<file path="src/rtl/fpu_pkg.sv">
// Shared FPU definitions: opcodes, the abort result pattern and the arbiter state encoding.
package fpu_pkg;

  localparam logic [3:0] FPU_OP_ADD  = 4'b0000;
  localparam logic [3:0] FPU_OP_SUB  = 4'b0001;
  localparam logic [3:0] FPU_OP_MUL  = 4'b0010;
  localparam logic [3:0] FPU_OP_DIV  = 4'b0011;
  localparam logic [3:0] FPU_OP_SQRT = 4'b0100;
  localparam logic [3:0] FPU_OP_MIN  = 4'b0101;
  localparam logic [3:0] FPU_OP_MAX  = 4'b0110;
  localparam logic [3:0] FPU_OP_CMP  = 4'b0111;

  localparam logic [31:0] FPU_NAN = 32'hFFFF_FFFF;

  typedef enum logic [1:0] {
    ARB_IDLE,
    ARB_ISSUE,
    ARB_WAIT,
    ARB_DELIVER
  } fpu_arb_state_t;

  // Index width for n requesters, never below one bit
  function automatic int unsigned id_width(input int unsigned n);
    return (n > 1) ? $clog2(n) : 1;
  endfunction

endpackage

</file>
<file path="src/rtl/fpu_arbiter_if.sv">
// Requester-side and fpu-side handshake bundles for the shared fpu arbiter.
interface fpu_req_if #(
  parameter int unsigned N_REQ    = 4,
  parameter int unsigned WIDTH    = 32,
  parameter int unsigned OP_WIDTH = 4
);
  logic [N_REQ-1:0]          req_input_rdy;
  logic [N_REQ*OP_WIDTH-1:0] req_operation;
  logic [N_REQ*WIDTH-1:0]    req_data_a;
  logic [N_REQ*WIDTH-1:0]    req_data_b;
  logic [N_REQ-1:0]          req_input_ack;
  logic [N_REQ-1:0]          rsp_output_rdy;
  logic [N_REQ-1:0]          rsp_output_ack;
  logic [WIDTH-1:0]          rsp_result;
  logic                      rsp_error;

  modport master (
    output req_input_rdy, req_operation, req_data_a, req_data_b, rsp_output_ack,
    input  req_input_ack, rsp_output_rdy, rsp_result, rsp_error
  );

  modport slave (
    input  req_input_rdy, req_operation, req_data_a, req_data_b, rsp_output_ack,
    output req_input_ack, rsp_output_rdy, rsp_result, rsp_error
  );
endinterface

interface fpu_core_if #(
  parameter int unsigned WIDTH    = 32,
  parameter int unsigned OP_WIDTH = 4
);
  logic [OP_WIDTH-1:0] fpu_operation;
  logic [WIDTH-1:0]    fpu_data_a;
  logic [WIDTH-1:0]    fpu_data_b;
  logic                fpu_input_rdy;
  logic                fpu_input_ack;
  logic                fpu_output_rdy;
  logic                fpu_output_ack;
  logic [WIDTH-1:0]    fpu_result;

  modport master (
    output fpu_operation, fpu_data_a, fpu_data_b, fpu_input_rdy, fpu_output_ack,
    input  fpu_input_ack, fpu_output_rdy, fpu_result
  );

  modport slave (
    input  fpu_operation, fpu_data_a, fpu_data_b, fpu_input_rdy, fpu_output_ack,
    output fpu_input_ack, fpu_output_rdy, fpu_result
  );
endinterface

</file>
<file path="src/rtl/fpu_arbiter_rr_pick.sv">
// Combinational round-robin pick: first set request at or after ptr, wrapping.
module rr_pick #(
  parameter int unsigned N_REQ = 4,
  parameter int unsigned ID_W  = 2
) (
  input  logic [N_REQ-1:0] req,
  input  logic [ID_W-1:0]  ptr,
  output logic [N_REQ-1:0] grant,
  output logic [ID_W-1:0]  idx,
  output logic             any
);

  logic [2*N_REQ-1:0] dbl;
  logic [N_REQ-1:0]   rot;
  logic [ID_W:0]      sum;

  // Rotating a doubled vector puts the pointer position at bit 0
  always_comb begin
    dbl   = {req, req} >> ptr;
    rot   = dbl[N_REQ-1:0];
    sum   = '0;
    grant = '0;
    idx   = '0;
    any   = 1'b0;
    for (int unsigned off = 0; off < N_REQ; off++) begin
      if (!any && rot[off]) begin
        any = 1'b1;
        sum = {1'b0, ptr} + (ID_W + 1)'(off);
        if (sum >= (ID_W + 1)'(N_REQ)) begin
          sum = sum - (ID_W + 1)'(N_REQ);
        end
        idx   = sum[ID_W-1:0];
        grant = N_REQ'(1) << idx;
      end
    end
  end

endmodule

</file>
<file path="src/rtl/fpu_arbiter.sv">
// Shares one fpu among N_REQ requesters: round-robin pick, issue, wait with watchdog, deliver.
module fpu_arbiter
  import fpu_pkg::*;
#(
  parameter  int unsigned N_REQ    = 4,
  parameter  int unsigned WIDTH    = 32,
  parameter  int unsigned OP_WIDTH = 4,
  parameter  int unsigned TIMEOUT  = 64,
  localparam int unsigned ID_W     = id_width(N_REQ)
) (
  input  logic            clock,
  input  logic            reset,
  fpu_req_if.slave        req,
  fpu_core_if.master      fpu,
  output logic            busy,
  output logic [ID_W-1:0] grant_id
);

  localparam int unsigned WD_W    = (TIMEOUT > 0) ? $clog2(TIMEOUT + 1) : 1;
  localparam int unsigned WD_LAST = (TIMEOUT > 0) ? TIMEOUT - 1 : 0;

  fpu_arb_state_t      state;
  logic [ID_W-1:0]     rr_ptr;
  logic [WD_W-1:0]     wdog;
  logic                ack_seen;
  logic [OP_WIDTH-1:0] op_q;
  logic [WIDTH-1:0]    a_q;
  logic [WIDTH-1:0]    b_q;

  logic [N_REQ-1:0]    pick_grant;
  logic [ID_W-1:0]     pick_idx;
  logic                pick_any;
  logic                rsp_ack_g;
  logic                deliver_done;
  logic [N_REQ-1:0]    grant_oh;

  rr_pick #(
    .N_REQ (N_REQ),
    .ID_W  (ID_W)
  ) u_pick (
    .req   (req.req_input_rdy),
    .ptr   (rr_ptr),
    .grant (pick_grant),
    .idx   (pick_idx),
    .any   (pick_any)
  );

  assign fpu.fpu_operation = op_q;
  assign fpu.fpu_data_a    = a_q;
  assign fpu.fpu_data_b    = b_q;
  assign busy              = (state != ARB_IDLE);
  assign grant_oh          = N_REQ'(1) << grant_id;
  assign rsp_ack_g         = req.rsp_output_ack[grant_id];
  // Requester ack and fpu output_rdy release may arrive in either order
  assign deliver_done      = (ack_seen || rsp_ack_g) && !fpu.fpu_output_rdy;

  always_ff @(posedge clock) begin
    if (!reset) begin
      state              <= ARB_IDLE;
      rr_ptr             <= '0;
      wdog               <= '0;
      ack_seen           <= 1'b0;
      op_q               <= '0;
      a_q                <= '0;
      b_q                <= '0;
      grant_id           <= '0;
      req.req_input_ack  <= '0;
      req.rsp_output_rdy <= '0;
      req.rsp_result     <= '0;
      req.rsp_error      <= 1'b0;
      fpu.fpu_input_rdy  <= 1'b0;
      fpu.fpu_output_ack <= 1'b0;
    end else begin
      req.req_input_ack <= '0;
      unique case (state)
        ARB_IDLE: begin
          if (pick_any) begin
            op_q              <= req.req_operation[pick_idx*OP_WIDTH +: OP_WIDTH];
            a_q               <= req.req_data_a[pick_idx*WIDTH +: WIDTH];
            b_q               <= req.req_data_b[pick_idx*WIDTH +: WIDTH];
            grant_id          <= pick_idx;
            req.req_input_ack <= pick_grant;
            fpu.fpu_input_rdy <= 1'b1;
            state             <= ARB_ISSUE;
          end
        end
        ARB_ISSUE: begin
          if (fpu.fpu_input_ack) begin
            fpu.fpu_input_rdy <= 1'b0;
            wdog              <= '0;
            state             <= ARB_WAIT;
          end
        end
        ARB_WAIT: begin
          if (fpu.fpu_output_rdy) begin
            req.rsp_result     <= fpu.fpu_result;
            req.rsp_error      <= 1'b0;
            req.rsp_output_rdy <= grant_oh;
            fpu.fpu_output_ack <= 1'b1;
            ack_seen           <= 1'b0;
            state              <= ARB_DELIVER;
          end else if (TIMEOUT != 0 && wdog == WD_W'(WD_LAST)) begin
            req.rsp_result     <= WIDTH'(FPU_NAN);
            req.rsp_error      <= 1'b1;
            req.rsp_output_rdy <= grant_oh;
            ack_seen           <= 1'b0;
            state              <= ARB_DELIVER;
          end else if (TIMEOUT != 0) begin
            wdog <= wdog + 1'b1;
          end
        end
        ARB_DELIVER: begin
          if (rsp_ack_g) begin
            ack_seen <= 1'b1;
          end
          if (!fpu.fpu_output_rdy) begin
            fpu.fpu_output_ack <= 1'b0;
          end
          if (deliver_done) begin
            rr_ptr             <= (grant_id == ID_W'(N_REQ - 1)) ? '0 : grant_id + 1'b1;
            req.rsp_output_rdy <= '0;
            ack_seen           <= 1'b0;
            state              <= ARB_IDLE;
          end
        end
        default: state <= ARB_IDLE;
      endcase
    end
  end

endmodule

</file>
<file path="src/flat_wrapper.sv">
// flat-port wrapper written by rule: the top's interface ports become plain ports
module fpu_arbiter_flat import fpu_pkg::*;
#(
  parameter  int unsigned N_REQ    = 4,
  parameter  int unsigned WIDTH    = 32,
  parameter  int unsigned OP_WIDTH = 4,
  parameter  int unsigned TIMEOUT  = 64,
  localparam int unsigned ID_W     = id_width(N_REQ)
)
  (clock, reset, busy, grant_id, req_req_input_rdy, req_req_operation, req_req_data_a, req_req_data_b, req_rsp_output_ack, req_req_input_ack, req_rsp_output_rdy, req_rsp_result, req_rsp_error, fpu_fpu_operation, fpu_fpu_data_a, fpu_fpu_data_b, fpu_fpu_input_rdy, fpu_fpu_output_ack, fpu_fpu_input_ack, fpu_fpu_output_rdy, fpu_fpu_result);
  fpu_req_if #(.N_REQ(N_REQ), .WIDTH(WIDTH), .OP_WIDTH(OP_WIDTH)) req_i ();
  fpu_core_if #(.WIDTH(WIDTH), .OP_WIDTH(OP_WIDTH)) fpu_i ();
  input  logic clock;
  input  logic reset;
  output logic busy;
  output logic [ID_W-1:0] grant_id;
  input wire logic [$bits(req_i.req_input_rdy)-1:0] req_req_input_rdy;
  input wire logic [$bits(req_i.req_operation)-1:0] req_req_operation;
  input wire logic [$bits(req_i.req_data_a)-1:0] req_req_data_a;
  input wire logic [$bits(req_i.req_data_b)-1:0] req_req_data_b;
  input wire logic [$bits(req_i.rsp_output_ack)-1:0] req_rsp_output_ack;
  output wire logic [$bits(req_i.req_input_ack)-1:0] req_req_input_ack;
  output wire logic [$bits(req_i.rsp_output_rdy)-1:0] req_rsp_output_rdy;
  output wire logic [$bits(req_i.rsp_result)-1:0] req_rsp_result;
  output wire logic [$bits(req_i.rsp_error)-1:0] req_rsp_error;
  output wire logic [$bits(fpu_i.fpu_operation)-1:0] fpu_fpu_operation;
  output wire logic [$bits(fpu_i.fpu_data_a)-1:0] fpu_fpu_data_a;
  output wire logic [$bits(fpu_i.fpu_data_b)-1:0] fpu_fpu_data_b;
  output wire logic [$bits(fpu_i.fpu_input_rdy)-1:0] fpu_fpu_input_rdy;
  output wire logic [$bits(fpu_i.fpu_output_ack)-1:0] fpu_fpu_output_ack;
  input wire logic [$bits(fpu_i.fpu_input_ack)-1:0] fpu_fpu_input_ack;
  input wire logic [$bits(fpu_i.fpu_output_rdy)-1:0] fpu_fpu_output_rdy;
  input wire logic [$bits(fpu_i.fpu_result)-1:0] fpu_fpu_result;
  assign req_i.req_input_rdy = req_req_input_rdy;
  assign req_i.req_operation = req_req_operation;
  assign req_i.req_data_a = req_req_data_a;
  assign req_i.req_data_b = req_req_data_b;
  assign req_i.rsp_output_ack = req_rsp_output_ack;
  assign req_req_input_ack = req_i.req_input_ack;
  assign req_rsp_output_rdy = req_i.rsp_output_rdy;
  assign req_rsp_result = req_i.rsp_result;
  assign req_rsp_error = req_i.rsp_error;
  assign fpu_fpu_operation = fpu_i.fpu_operation;
  assign fpu_fpu_data_a = fpu_i.fpu_data_a;
  assign fpu_fpu_data_b = fpu_i.fpu_data_b;
  assign fpu_fpu_input_rdy = fpu_i.fpu_input_rdy;
  assign fpu_fpu_output_ack = fpu_i.fpu_output_ack;
  assign fpu_i.fpu_input_ack = fpu_fpu_input_ack;
  assign fpu_i.fpu_output_rdy = fpu_fpu_output_rdy;
  assign fpu_i.fpu_result = fpu_fpu_result;
  fpu_arbiter #(.N_REQ(N_REQ), .WIDTH(WIDTH), .OP_WIDTH(OP_WIDTH), .TIMEOUT(TIMEOUT)) u_core (.clock(clock), .reset(reset), .req(req_i), .fpu(fpu_i), .busy(busy), .grant_id(grant_id));
endmodule
</file>
<file path="config.mk">
export PLATFORM = sky130hd
export DESIGN_NAME = fpu_arbiter_flat
export DESIGN_NICKNAME = d
export VERILOG_FILES = /design/src/rtl/fpu_pkg.sv /design/src/rtl/fpu_arbiter_if.sv /design/src/rtl/fpu_arbiter_rr_pick.sv /design/src/rtl/fpu_arbiter.sv /design/src/flat_wrapper.sv
export SDC_FILE = /design/constraint.sdc
export NUM_CORES = 1
export LEC_CHECK = 0
export CORE_AREA = 3 3 168 170
export CTS_CLUSTER_SIZE = 25
export DETAILED_ROUTE_END_ITERATION = 7
export DIE_AREA = 0 0 171 173
export GPL_ROUTABILITY_DRIVEN = 0
export PLACE_DENSITY = 0.65
export RECOVER_POWER = 25
export SYNTH_ARGS = -nofsm -noshare
export SYNTH_HDL_FRONTEND = slang
export SYNTH_SLANG_ARGS = --single-unit
</file>
<file path="constraint.sdc">
create_clock -name clock -period 3.95 [get_ports clock]
set_input_delay 0.395 -clock clock [delete_from_list [all_inputs] [get_ports clock]]
set_output_delay 0.395 -clock clock [all_outputs]
set_load 0.01 [all_outputs]
</file>
Yosys cells after proc, flatten, opt, wreduce, memory -nomap -nowiden
Cells that the tools add are included.
Widths: inputs -> output; s select.

word-level totals
  output and inout port bits = 114
  register bits after elaboration = 125
  logic and storage cells = 128
  bits of input ports = 316

cells by class
  magnitude comparators = 5
  reductions and logical operators = 25
  multiplexer cells = 52
  shift operators = 9
  equal/unequal tests = 14
  add/subtract/negate cells = 9

operators with widths
  kind                 number
  $shiftx 128x8->32    2
  $mux 32              2
  $mux 2               18
  $mux 4               7
  $mux 7               3
  $shl 1x2->4 const A  5
  $shiftx 16x5->4      1
  $mux 1               15
  $reduce_and 3->1     5
  $pmux 7 s2           1
  $ne 2x2->1 const B   5
  $reduce_bool 2->1    5
  $ge 3x3->1 const B   3
  $pmux 2 s4           1
  $pmux 4 s2           1
  $reduce_and 4->1     2
  $shr 8x2->4          1
  $sub 2x1->2 const B  4
  $add 7x1->7 const B  1
  $eq 7x6->1 const B   1
  $add 2x2->3 const B  2
  $eq 2x2->1 const B   3
  $pmux 1 s2           3
  $reduce_and 2->1     3
  other kinds (13)     20

Depth between registers and ports, before layout
Gate-level depths: netlist of the first run.

  depth in word-level cells = 13
  mapped depth = 10
  mapped depth without buffers = 8

By module
From an unflattened synthesis of the first run, not the netlist that was laid out.

second synthesis, totals
  cell total of the unflattened synthesis = 680
  area total of the unflattened synthesis = 7021.7 µm²

by module, submodules not included
  module       instances  cells an instance  area an instance (µm²)
  fpu_arbiter  1          619                6552.5
  rr_pick      1          61                 469.2

Worst setup path after synthesis of the first run
OpenSTA, ideal clock, no wires.

  path type = input-to-reg
  start = input req_req_input_rdy[2]
  end = register u_core.a_q[23], in the netlist u_core.fpu.fpu_data_a[23]
  setup slack = 1.660 ns
  library setup time = 0.141 ns
  path buffers = 4
  arrival time = 2.149 ns
  stages on the path = 10
  cells stage by stage = buf_2 nor2b_4 mux4_2 a21o_1 o21bai_4 buf_6 buf_6 buf_6 nand3_2 o311ai_2

on the way
  cells in the longest elaborated chain, start to end = 12
  elaborated cells on any way between the ends = 17
  classes of those cells = shift: 2; mux: 8; reduce/logical: 7

ends and longest elaborated chain
  element                                                       line                       text
  from (decl)                                                   flat_wrapper.sv:17         input wire logic [$bits(req_i.req_input_rdy)-1:0] req_req_input_rdy;
  $shr 8x2->4 *                                                 fpu_arbiter_rr_pick.sv:19  dbl = {req, req} >> ptr;
  $mux 1                                                        fpu_arbiter_rr_pick.sv:26  if (!any && rot[off]) begin
  $logic_not 1->1                                               fpu_arbiter_rr_pick.sv:26
  $logic_and 1x1->1                                             fpu_arbiter_rr_pick.sv:26
  $mux 1                                                        fpu_arbiter_rr_pick.sv:26
  $logic_not 1->1                                               fpu_arbiter_rr_pick.sv:26
  $logic_and 1x1->1                                             fpu_arbiter_rr_pick.sv:26
  $mux 1                                                        fpu_arbiter_rr_pick.sv:26
  $logic_not 1->1                                               fpu_arbiter_rr_pick.sv:26
  $logic_and 1x1->1                                             fpu_arbiter_rr_pick.sv:26
  $mux 2 / $mux 1 (equally long branches)                       fpu_arbiter_rr_pick.sv:26
  $shiftx 128x8->32 / $reduce_and 2->1 (equally long branches)  --
  to (signal assigned)                                          fpu_arbiter.sv:79          a_q <= req.req_data_a[pick_idx*WIDTH +: WIDTH];
  to (decl)                                                     fpu_arbiter.sv:27          logic [WIDTH-1:0] a_q;

Every way passes the cells marked *; elsewhere a longest branch is shown, timed or not.
A chain may end at the register's enable or synchronous reset.

Worst setup path after layout of the first run
  start = register u_core.rr_ptr[0]
  end = register u_core.a_q[11], in the netlist u_core.fpu.fpu_data_a[11]

on the way
  cells in the longest elaborated chain, start to end = 12
  elaborated cells on any way between the ends = 36
  classes of those cells = add/sub: 7; order compare: 4; shift: 2; mux: 16; reduce/logical: 7

ends and longest elaborated chain
  element                                                               line                text
  from (decl)                                                           fpu_arbiter.sv:23   logic [ID_W-1:0] rr_ptr;
  from (signal assigned)                                                fpu_arbiter.sv:120  rr_ptr <= (grant_id == ID_W'(N_REQ - 1)) ? '0 : grant_id + 1'b1;
  parallel branches: the longest is 12 deep, another holds $add 2x1->3  --

Parallel ways; which one is timed is not known. The select of a mux whose other input is x is not followed.

==> results of run 1 <==
area by class of cell:
class,count,area share
well taps,341,0.0322
multi-input cells,578,0.386
clock inverters,11,0.0100
repair buffers,454,0.344
inverters,10,0.00283
clock buffers,21,0.0355
flip-flops and latches,125,0.189
placed cells by master, fill, tap and decap left out, types with 4 or more instances in the layout:
| cell | instances |
|---|---|
| nand3_2 | 10 |
| mux2i_1 | 102 |
| a22oi_1 | 29 |
| mux2_2 | 42 |
| a211oi_2 | 16 |
| a222oi_1 | 4 |
| and3_1 | 29 |
| clkdlybuf4s50_1 | 370 |
| o221a_2 | 32 |
| clkbuf_16 | 17 |
| a211oi_1 | 13 |
| nand2b_1 | 6 |
| nand2_1 | 12 |
| o311ai_2 | 37 |
| inv_1 | 10 |
| a21oi_1 | 9 |
| o211a_1 | 31 |
| dfxtp_1 | 125 |
| ha_1 | 18 |
| nor2_1 | 11 |
| nand3_1 | 74 |
| nor2b_1 | 18 |
| buf_12 | 7 |
| o21ai_0 | 35 |
| buf_4 | 19 |
| dlygate4sd3_1 | 58 |
worst reg2reg max path, stage by stage, from the launching register on:
cell,delay [ns]
dfxtp_1,0.68
inv_1,0.29
ha_1,0.41
buf_4,0.36
a21o_1,0.20
o21bai_4,0.40
buf_12,0.33
buf_12,0.26
nand3_1,0.13
o311ai_2,0.14
layer usage:
| layer | routed length (um) | global-route usage | share of wire |
|---|---|---|---|
| met4 | 474 | 0.0483 | 0.015 |
| met5 | 13 | 0 | 0.00040 |
| met1 | 13100 | 0.254 | 0.40 |
| met3 | 2400 | 0.0521 | 0.074 |
| met2 | 16400 | 0.371 | 0.51 |
path summary, 6_finish.rpt:
| kind | start | endpoint | slack, ns | cells after the start |
|---|---|---|---|---|
| hold / removal | u_core.fpu.fpu_data_b[15]$_SDFFE_PN0P_ | u_core.fpu.fpu_data_b[15]$_SDFFE_PN0P_ | 0.48 | 2 |
| setup reg to reg | u_core.rr_ptr[0]$_SDFFE_PN0P_ | u_core.fpu.fpu_data_a[11]$_SDFFE_PN0P_ | 0.67 | 9 |
| hold reg to reg | u_core.fpu.fpu_data_b[15]$_SDFFE_PN0P_ | u_core.fpu.fpu_data_b[15]$_SDFFE_PN0P_ | 0.48 | 2 |
| setup / recovery | u_core.rr_ptr[0]$_SDFFE_PN0P_ | u_core.fpu.fpu_data_a[11]$_SDFFE_PN0P_ | 0.67 | 9 |
synthesized netlist by cell type (all sizes together) (3+ instances only):
master  count
o221a      32
buf        28
nor2b      19
xor2        3
mux2       42
ha         18
nand3      84
a21boi      3
o311ai     40
a22oi      29
nand2      13
clkbuf     57
nor2       14
o21ai      35
inv        10
a21oi      10
nor4        3
nand2b      7
mux2i     102
dfxtp     125
o211a      31
and4        3
a211oi     29
and3       29
nor3        5
a222oi      4
cells by family (layout without fill, tap and decap cells):
kind of cell,after synthesis,in the layout,share of synthesized area
AOI/OAI and AO/OA,221,221,0.271
xor gates and xnor gates,5,5,0.00544
adders and majority gates,18,18,0.0280
buffers and inverters,95,496,0.0573
DFF,125,125,0.311
muxes,146,146,0.191
and+or+nand+nor,188,188,0.137
through the flow:
step | setup WS [ns] | cells | power (W) | hold WS [ns]
finish | 0.667 | 1540 | 0.00621 | 0.476
CTS | 0.702 | 1540 | 0.00634 | 0.484
global route | 0.430 | 1540 | 0.00656 | 0.522
floorplan | 1.66 | 798 | 0.00322 | 0.468
detailed placement | 0.423 | 1508 | 0.00466 | 0.471
global placement | 0.477 | 1508 | 0.00464 | 0.467
report_power, final:
part	internal [W]	switching, W	total [W]
clock network	0.000990	0.000649	0.00164
registers	0.00159	0.000193	0.00178
logic	0.00140	0.00139	0.00279
total	0.00398	0.00223	0.00621
flip-flops by register name, indices dropped and copies added, names as in the netlist:
name,cells
u_core.fpu.fpu_input_rdy,1
u_core.ack_seen,1
u_core.fpu.fpu_operation,4
u_core.fpu.fpu_output_ack,1
u_core.req.rsp_result,32
u_core.fpu.fpu_data_a,32
u_core.wdog,7
u_core.grant_id,2
u_core.req.rsp_error,1
u_core.fpu.fpu_data_b,32
u_core.rr_ptr,2
u_core.req.rsp_output_rdy,4
u_core.req.req_input_ack,4
u_core.state,2
==> reports/metrics.yaml, run 1 <==
syn-num-nets: 1132
avgViaCountPerCell: 5.33
cp.required_ns: 4.27
syn_inst: 798
cp_top_family: "buffers and inverters"
end_kind: "flip-flop"
synth_warnings: 0
crit_arrival_ns: 3.60
vias: 8204
design_area_um2: 13300
skew_ns: 0.0192
antenna_cells: 0
regArea_um2: 2500
grt_pass1_wl_mm: 49.1
final-max-slew-violation-count: 0
clock.fmax_mhz: 305
rsz0062_at_grt: "false"
cts-buffers-inserted: 17
critical_path.max_stage_delay_ns: 0.68
grt_pass1_vias: 8400
outcome: "completed"
setup_tns_ns: 0
path_common_cell: "buf_12"
cts_tree: "built"
yosys.area.top_type: "dfxtp_1"
hold_viol: 0
ys.flop_type: "dfxtp_1"
setup_violations: 0
clk_pin_slew_ns: 0.06
cts_setup_buffers: 0
ys_seq_area_frac: 0.311
place_hpwl_mm: 24.5
ys_top_cells_by_area: "dfxtp_1 (31%), mux2i_1 (13%), o311ai_2 (7.5%)"
slowest_stage: "dfxtp_1"
worstSetupPathType: "flip-flop to flip-flop"
async_reset_ff_frac: 0
wl_per_cell_um: 21.0
core_um2: 26900
fin_util: 0.493
vdd_drop_max_mv: 0.260
portBuffers: 429
clkLatencyLatePin_ns: 0.43
synth-seq-cells: 125
clockBufferDepth: 2
io_pins: 430
synthDistinctLibCells: 53
h-tree-depth: 4
grt.total_usage: 0.209
holdBufCountCts: 0
row_count: 60
fp.dieW_um: 171
synth_area_um2: 8060
dr.first_iter.drc_count: 365
drc: 0
antenna_found_initial: 1
synth_edf_count: 0
fin_crit_ns: 3.28
period_share: 0.831
synth_area_per_cell_um2: 10.1
crit_chain: "inv_1, ha_1, buf_4, a21o_1, o21bai_4, buf_12, buf_12, nand3_1, o311ai_2"
place_area_um2: 12700
hp-class: "flip-flop to flip-flop"
antenna_left: 0
drive_gt1_frac: 0.175
die_h_um: 173
first_pass_iters: 5
cp_max_fo: 31
num-fill-cells: 2536
root_buffer: "clkbuf_16"
area_growth_pct: 64.6
worst_slew_pin_slew_ns: 1.10
synth_top_area_frac: 0.311
multiInputGateArea_um2: 5120
start_util: 0.300
clock_sinks: 125
grt_max_degree: 55
grt_overflow_total: 0
nets: 1520
ctsResizeCount: 0
worst-path-buf-inv: 4
p_leak_nw: 5.45
cp-start-kind: "flip-flop"
cap_violations: 0
relSlewSlack: 0.265
power_density_nw_per_um2: 468
dieArea_um2: 29600
wirelength_mm: 32.4
No activity file was read; power rests on OpenSTA's default activity.
==> inputs of run 2 (changes only) <==
PLACE_DENSITY = 0.67   (was 0.65)
clock period = 2.8 ns   (was 3.95 ns; I/O delays follow)
==> run 2 against run 1 <==
Compared with the run above: first-iteration DRC count is 0.55% higher; clock power grew 41%; global-route usage shrank 0.47 points; wire length decreased by 0.94%; sequential share of layout area shrank 0.26 points; critical endpoint is now u_core.fpu.fpu_data_b[17]$_SDFFE_PN0P_; sequential power rose by 40%; highest routed layer is now met4; die area did not move.
==> reports/metrics.yaml, run 2 (synthesis results as in run 1) <==
outcome: "completed"
num-fill-cells: 2527
dieArea_um2: 29600
nets: 1537
place_hpwl_mm: 24.1
grt_max_degree: 55
cts_tree: "built"
core_um2: 26900
design_area_um2: 13400
vdd_drop_max_mv: 0.441
ctsResizeCount: 0
root_buffer: "clkbuf_16"
route.met2.wl_mm: 16.0
worst_slew_pin_slew_ns: 1.20
worstSetupPathType: "input pin to flip-flop"
hp-class: "input pin to flip-flop"
drt-met1-wl_mm: 13.2
start_util: 0.300
clock_sinks: 125
grt_overflow_total: 0
drive_gt1_frac: 0.188
mostFrequentLayoutCells: "clkdlybuf4s50_1 (370), dfxtp_1 (125), mux2i_1 (102), nand3_1 (74), dlygate4sd3_1 (58)"
hp-start: "reset"
period_share: 0.944
antenna_found_initial: 0
cts_setup_buffers: 0
h-tree-depth: 4
grt_pass1_vias: 8437
hold_viol: 0
fin_crit_ns: 2.64
route.met3.wl_mm: 2.40
rsz0062_at_grt: "false"
clockBufferDepth: 2
avgViaCountPerCell: 5.25
grt.total_usage: 0.205
layout_commonest_cell: "clkdlybuf4s50_1"
crit_arrival_ns: 2.89
cp.required_ns: 3.05
first_pass_iters: 7
cap_violations: 0
clock.fmax_mhz: 378
io_pins: 430
total_power_w: 0.00887
cp_max_fo: 14
area_growth_pct: 66.9
wirelength_mm: 32.1
min_to: "u_core.req.rsp_result[18]$_SDFFE_PN0P_"
fp.dieW_um: 171
clkLatencyLatePin_ns: 0.42
place_area_um2: 12800
reg2reg_from: "u_core.rr_ptr[0]$_SDFFE_PN0P_"
cp-start-kind: "input pin"
hold_path_depth: 2
clk_pin_slew_ns: 0.07
setup_violations: 0
top_layer: "met4"
die_h_um: 173
finalNonFillerCells: 1557
vias: 8180
portBuffers: 429
ff2ff_path_depth: 6
reg2reg_slack_ns: 0.25
power_density_nw_per_um2: 660
antenna_left: 0
holdBufCountCts: 0
relSlewSlack: 0.199
dpl.cell_count: 1524
cts-buffers-inserted: 17
end_kind: "flip-flop"
drc: 0
p_leak_nw: 5.57
row_count: 60
hold_ws_ns: 0.242
wl_per_cell_um: 20.6
final-max-slew-violation-count: 0
reg2reg_to: "u_core.req.req_input_ack[2]$_SDFF_PN0_"
skew_ns: 0.00890
dr.first_iter.drc_count: 367
grt_pass1_wl_mm: 47.5
antenna_cells: 0
fin_util: 0.500
run 2: power by group:
part | switching (W) | internal, W
sequential | 0.000251 | 0.00224
clock | 0.000967 | 0.00135
combinational | 0.00200 | 0.00206
run 2: metal layers:
layer,vias up,track usage
met5,-,0
met4,0,0.0523
met3,33,0.0599
met2,330,0.361
met1,3897,0.242
li1,3920,-
run 2: stage by stage:
| step | worst slack, ns | TNS [ns] |
|---|---|---|
| after CTS | 0.0815 | 0 |
| after global routing | 0.0360 | 0 |
| after global placement | -0.233 | -13.26 |
| after detailed placement | -0.288 | -16.84 |
| after floorplan | 0.514 | 0 |
| final | 0.158 | 0 |
run 2: layout make-up:
| class | count | area (um^2) | area share |
|---|---|---|---|
| clock buffers | 17 | 425 | 0.0316 |
| clock inverters | 15 | 175 | 0.0130 |
| inverters | 10 | 37.5 | 0.00279 |
| multi-input cells | 579 | 5130 | 0.381 |
| flip-flops and latches | 125 | 2500 | 0.186 |
| well taps | 341 | 427 | 0.0317 |
| repair buffers | 470 | 4750 | 0.353 |
run 2: worst max-delay path by stage:
stage / start / end
final: req_req_input_rdy[1] / u_core.fpu.fpu_data_b[17]$_SDFFE_PN0P_
after detailed placement: req_req_input_rdy[1] / u_core.fpu.fpu_data_a[11]$_SDFFE_PN0P_
after CTS: u_core.state[0]$_SDFFE_PN0P_ / u_core.fpu.fpu_data_a[11]$_SDFFE_PN0P_
after global routing: req_req_input_rdy[1] / u_core.fpu.fpu_data_b[11]$_SDFFE_PN0P_
after floorplan: u_core.rr_ptr[0]$_SDFFE_PN0P_ / u_core.fpu.fpu_data_a[23]$_SDFFE_PN0P_
after global placement: req_req_input_rdy[1] / u_core.fpu.fpu_data_a[0]$_SDFFE_PN0P_
run 2: critical path, cell delays in order:
cell and delay, ns:
clkdlybuf4s50_1 0.67, nor2_1 0.13, nor4_1 0.66, nor2_4 0.16, nor2_2 0.82, a211oi_1 0.16
